<file path="src/rtl/regfile_write_buffer_pkg.sv">
// Shared definitions for the register-file write buffer.
//   RW_W          - register address width
//   PW_W          - register data width
//   DEPTH_DEFAULT - default number of pending-write entries
//   wentry_t      - one pending write {rw, pw}
package regfile_write_buffer_pkg;

    localparam int RW_W          = 5;
    localparam int PW_W          = 32;
    localparam int DEPTH_DEFAULT = 4;

    typedef struct packed {
        logic [RW_W-1:0] rw;
        logic [PW_W-1:0] pw;
    } wentry_t;

endpackage

</file>
<file path="src/rtl/wbuf_bypass.sv">
// Youngest-match read bypass for one read port of the write buffer.
// Ports:
//   entries - raw entry storage, indexed by physical slot
//   head    - slot of the oldest occupied entry
//   count   - number of occupied entries
//   addr    - read address
//   rf_data - raw register-file read data for addr
//   data    - corrected read data (youngest pending write to addr, else rf_data)
module wbuf_bypass
    import regfile_write_buffer_pkg::*;
#(
    parameter int DEPTH = DEPTH_DEFAULT,
    parameter int PTR_W = $clog2(DEPTH),
    parameter int CNT_W = PTR_W + 1
) (
    input  wentry_t          entries [DEPTH],
    input  logic [PTR_W-1:0] head,
    input  logic [CNT_W-1:0] count,
    input  logic [RW_W-1:0]  addr,
    input  logic [PW_W-1:0]  rf_data,
    output logic [PW_W-1:0]  data
);

    logic [PTR_W-1:0] idx;

    // Walk from oldest to youngest; a later match overrides an earlier one,
    // so the final value is the youngest pending write to addr. DEPTH is a
    // power of two, so the pointer add wraps modulo DEPTH for free.
    always_comb begin
        data = rf_data;
        idx  = '0;
        for (int i = 0; i < DEPTH; i++) begin
            idx = head + PTR_W'(i);
            if ((CNT_W'(i) < count) && (addr != '0) && (entries[idx].rw == addr)) begin
                data = entries[idx].pw;
            end
        end
    end

endmodule

</file>
<file path="src/rtl/regfile_write_buffer.sv">
// Register-file write buffer: a small circular FIFO of pending writes that
// drains into the register file whenever rf_hold is low, with read bypass so
// that reads always observe the youngest pending write.
// Ports:
//   clock, reset          - clock and synchronous active-high reset
//   in_valid/in_ready     - producer write handshake
//   in_rw, in_pw          - offered write address / data
//   rf_hold               - stalls draining
//   rf_enable, rf_rw, rf_pw - write port to the register file (head entry)
//   ra, rb, rd            - read addresses (shared with the register file)
//   rf_pa, rf_pb, rf_pd   - raw register-file read data
//   pa, pb, pd            - bypass-corrected read data
//   count                 - occupied entries
module regfile_write_buffer
    import regfile_write_buffer_pkg::*;
#(
    parameter int DEPTH = DEPTH_DEFAULT,
    parameter int PTR_W = $clog2(DEPTH),
    parameter int CNT_W = PTR_W + 1
) (
    input  logic             clock,
    input  logic             reset,
    input  logic             in_valid,
    output logic             in_ready,
    input  logic [RW_W-1:0]  in_rw,
    input  logic [PW_W-1:0]  in_pw,
    input  logic             rf_hold,
    output logic             rf_enable,
    output logic [RW_W-1:0]  rf_rw,
    output logic [PW_W-1:0]  rf_pw,
    input  logic [RW_W-1:0]  ra,
    input  logic [RW_W-1:0]  rb,
    input  logic [RW_W-1:0]  rd,
    input  logic [PW_W-1:0]  rf_pa,
    input  logic [PW_W-1:0]  rf_pb,
    input  logic [PW_W-1:0]  rf_pd,
    output logic [PW_W-1:0]  pa,
    output logic [PW_W-1:0]  pb,
    output logic [PW_W-1:0]  pd,
    output logic [CNT_W-1:0] count
);

    wentry_t          entries [DEPTH];
    logic [PTR_W-1:0] head;
    logic [PTR_W-1:0] tail;
    logic             enq;
    logic             deq;

    // in_ready depends only on occupancy, never on in_valid.
    assign in_ready  = (count < CNT_W'(DEPTH));
    assign rf_enable = (count != '0) && !rf_hold;

    // Writes to register 0 complete the handshake but are dropped.
    assign enq = in_valid && in_ready && (in_rw != '0);
    assign deq = rf_enable;

    always_comb begin
        rf_rw = '0;
        rf_pw = '0;
        if (count != '0) begin
            rf_rw = entries[head].rw;
            rf_pw = entries[head].pw;
        end
    end

    always_ff @(posedge clock) begin
        if (reset) begin
            head  <= '0;
            tail  <= '0;
            count <= '0;
        end else begin
            if (enq) begin
                tail <= tail + 1'b1;
            end
            if (deq) begin
                head <= head + 1'b1;
            end
            if (enq && !deq) begin
                count <= count + 1'b1;
            end else if (deq && !enq) begin
                count <= count - 1'b1;
            end
        end
    end

    // Entry payload needs no reset; occupancy alone decides validity.
    always_ff @(posedge clock) begin
        if (enq && !reset) begin
            entries[tail] <= '{rw: in_rw, pw: in_pw};
        end
    end

    wbuf_bypass #(.DEPTH(DEPTH)) u_bypass_a (
        .entries (entries),
        .head    (head),
        .count   (count),
        .addr    (ra),
        .rf_data (rf_pa),
        .data    (pa)
    );

    wbuf_bypass #(.DEPTH(DEPTH)) u_bypass_b (
        .entries (entries),
        .head    (head),
        .count   (count),
        .addr    (rb),
        .rf_data (rf_pb),
        .data    (pb)
    );

    wbuf_bypass #(.DEPTH(DEPTH)) u_bypass_d (
        .entries (entries),
        .head    (head),
        .count   (count),
        .addr    (rd),
        .rf_data (rf_pd),
        .data    (pd)
    );

endmodule

</file>
<file path="config.mk">
export PLATFORM = sky130hd
export DESIGN_NAME = regfile_write_buffer
export DESIGN_NICKNAME = d
export VERILOG_FILES = /design/src/rtl/regfile_write_buffer_pkg.sv /design/src/rtl/wbuf_bypass.sv /design/src/rtl/regfile_write_buffer.sv
export SDC_FILE = /design/constraint.sdc
export NUM_CORES = 1
export LEC_CHECK = 0
export CAP_MARGIN = 15
export CORE_MARGIN = 5
export CORE_UTILIZATION = 50
export DETAILED_ROUTE_END_ITERATION = 7
export DONT_BUFFER_PORTS = 1
export HOLD_SLACK_MARGIN = 0.1
export PLACE_DENSITY = 0.69
export SKIP_CTS_REPAIR_TIMING = 1
export SLEW_MARGIN = 20
export SYNTH_ARGS = -nofsm -noshare
export SYNTH_HDL_FRONTEND = slang
export SYNTH_SLANG_ARGS = --single-unit
export TNS_END_PERCENT = 5
</file>
<file path="constraint.sdc">
create_clock -name clock -period 3.7 [get_ports clock]
set_input_delay 0.37 -clock clock [delete_from_list [all_inputs] [get_ports clock]]
set_output_delay 0.37 -clock clock [all_outputs]
set_load 0.05 [all_outputs]
</file>
==> impl_metrics.toml <==
[sta]
setup_viol = 60
max_freq_ghz = 0.261
skew_ns = 0.00779
rsz0062_at_grt = "yes"
tightest_slew_ns = 0.857
setup_slack_ns = -0.130
final.min_clock_period_ns = 3.83
finalHoldViolCount = 0
drv_slew = 0
relSlewSlack_pct = 42.9
whs_ns = 0.362
finalCritPeriodShare_pct = 104

[global_route]
grt_pass1_wl_um = 72200
grt_pass1_vias = 12100
grt.overflow.total = 0
grt_max_degree = 101
antenna_found_initial = 1
grt_usage_pct = 30.2

[cells_and_area]
final_util_pct = 69.5
nets = 1708
drive_above_1_share_pct = 29.7
final_cells = 1902
area_growth_pct = 36.8

[yosys]
synth_top_cells_by_count = "mux2i_1, edfxtp_1, nor2b_1"
avgSynthCellArea_sq_um = 10.0
synth_top_area_cell = "edfxtp_1"
yosysWarnings = 0
syn_inst = 1362
synth.most_common_cell = "mux2i_1"
synth.top_cell.area_share_pct = 32.5
synthArstFlopShare_pct = 0
ys_types = 51
synth-edff-count = 148
synth_area_leaders = "edfxtp_1, mux2i_1, mux4_2, a221o_1, nor2b_1"
synth_nets = 1523
seq_area_frac_synth_pct = 33.5
synth_seq_cells = 155
ys.flop_type = "edfxtp_1"
synthesis.area_sq_mm = 0.0137

[status]
outcome = "complete, but fails checks"
violations = "setup timing"

[setup_path]
slowest_stage = "mux4_2"
end_kind = "primary output"
worstSetupPathType = "register to primary output"
slowest_delay_ns = 0.56
crit_fanout = 25
startpoint_type = "register"
cp_cell_sequence = "buf_4 -> mux4_2 -> xor2_1 -> a2111oi_2 -> nand3_2 -> buf_12 -> mux2i_1 -> a2111oi_2 -> a221o_1 -> buf_12"
worstPathArrival_ns = 3.46
critPathRequiredTime_ns = 3.33

[detailed_routing]
via_per_inst = 6.93
vias = 13200
routed_wl_um = 52000
drc = 0
wl_per_cell_um = 27.3
drtPass1Iterations = 6
first_iter_violations = 1595
antenna_left = 0

[worst_hold_path]
hp-class = "primary input to register"

[power_and_ir_drop]
p_per_area_mw_per_mm2 = 629
finalPower_uw = 11800
p_leak_uw = 0.00677
ir_drop_uv = 1020

[floorplan]
initial_core_util_pct = 50.8
rows = 60
die_height_um = 175
die_x_um = 175
coreArea_sq_mm = 0.0270
die_area_sq_mm = 0.0308
io_pins = 290

[flow_run]
drv_cap = 0

[cts]
htreeDepth = 4
cts_sinks = 155
clkTransAtPathRegs_ns = 0.06
root_buffer = "clkbuf_16"
clock_latency_ns = 0.42
clk_path_buf_depth = 2
cts_made_buffers = 17
cts_tree = "done"

[placed_design]
post-place-ws_ns = 0.0851
gp_congestion = 1.00
portBuffers = 0
dpl.cell_count = 1778
hpwl_um = 34400
where the power goes:
| group | switching [uW] | internal (uW) | total (uW) |
|---|---|---|---|
| Sequential | 109 | 2080 | 2190 |
| Clock | 765 | 888 | 1650 |
| Combinational | 4820 | 3100 | 7920 |
registers in the layout (all words and copies together), names as in the netlist:
name	cells
count	3
entries	148
head	2
tail	2
worst max-delay path, delay by kind of cell (launching register included):
family / cells / cell delay (ns)
xor+xnor: 1 / 0.18
compound gates: 3 / 0.99
buf+inv: 3 / 0.49
simple gates: 1 / 0.16
flops: 1 / 0.42
mux: 2 / 0.74
cells by family (layout without fill, tap and decap cells):
kind of cell               after synthesis  in the layout  share of synthesized area [%]
AOI/OAI and AO/OA                      348            348                           20.8
xor gates and xnor gates                73             73                           4.67
adders and majority gates                9              9                          0.823
buffers and inverters                  171            368                           5.66
DFF                                    155            155                           33.5
muxes                                  235            235                           21.3
other                                    0              1                              0
and+or+nand+nor                        371            372                           13.3
path summary, 6_finish.rpt:
kind | startpoint | end | slack, ns | depth (start not counted)
worst max-delay path | head[0] | pa[10] | -0.13 | 10
worst max register to register | count[2] | entries[68] | 0.95 | 5
worst min-delay path | in_valid | tail[1] | 0.36 | 3
worst min register to register | tail[1] | tail[1] | 0.50 | 2
final cells by class:
type / instances / area, sq um
Clock inverter: 14 / 130
Clock buffer: 18 / 429
Inverter: 28 / 105
Antenna cell: 1 / 2.50
Fill cell: 1889 / 8230
Tap cell: 341 / 427
Timing Repair Buffer: 308 / 4170
Multi-Input combinational cell: 1037 / 8860
Sequential cell: 155 / 4590
placed cells by master, fill, tap and decap left out, drive strengths merged, types with 25 or more instances in the layout:
master       netlist  layout
xnor2             47      47
a21oi             72      72
xor2              26      26
nor2             103     103
mux2i            190     190
edfxtp           148     148
clkbuf            91      25
nor2b            114     115
mux4              43      43
a31oi             32      32
dlygate4sd3        0      38
a211oi            97      97
inv               28      36
buf               52     263
nor3              48      48
a221o             96      96
nand2             78      78
a2111oi           33      33
stage by stage:
step,setup TNS (ns),area (sq um)
floorplan,0,13700
global placement,0,16600
detailed placement,0,16600
CTS,-23.50,17200
global route,-12.22,18700
finish,-2.64,18700
metal layers:
metal / part of all wire (%) / global-route usage (%) / up-vias
li1: - / - / 5653
met1: 38 / 38.4 / 6431
met2: 48 / 49.7 / 927
met3: 10 / 8.67 / 178
met4: 3.6 / 10.5 / 0
met5: 0 / 0 / -
No activity file was read; power rests on OpenSTA's default activity.
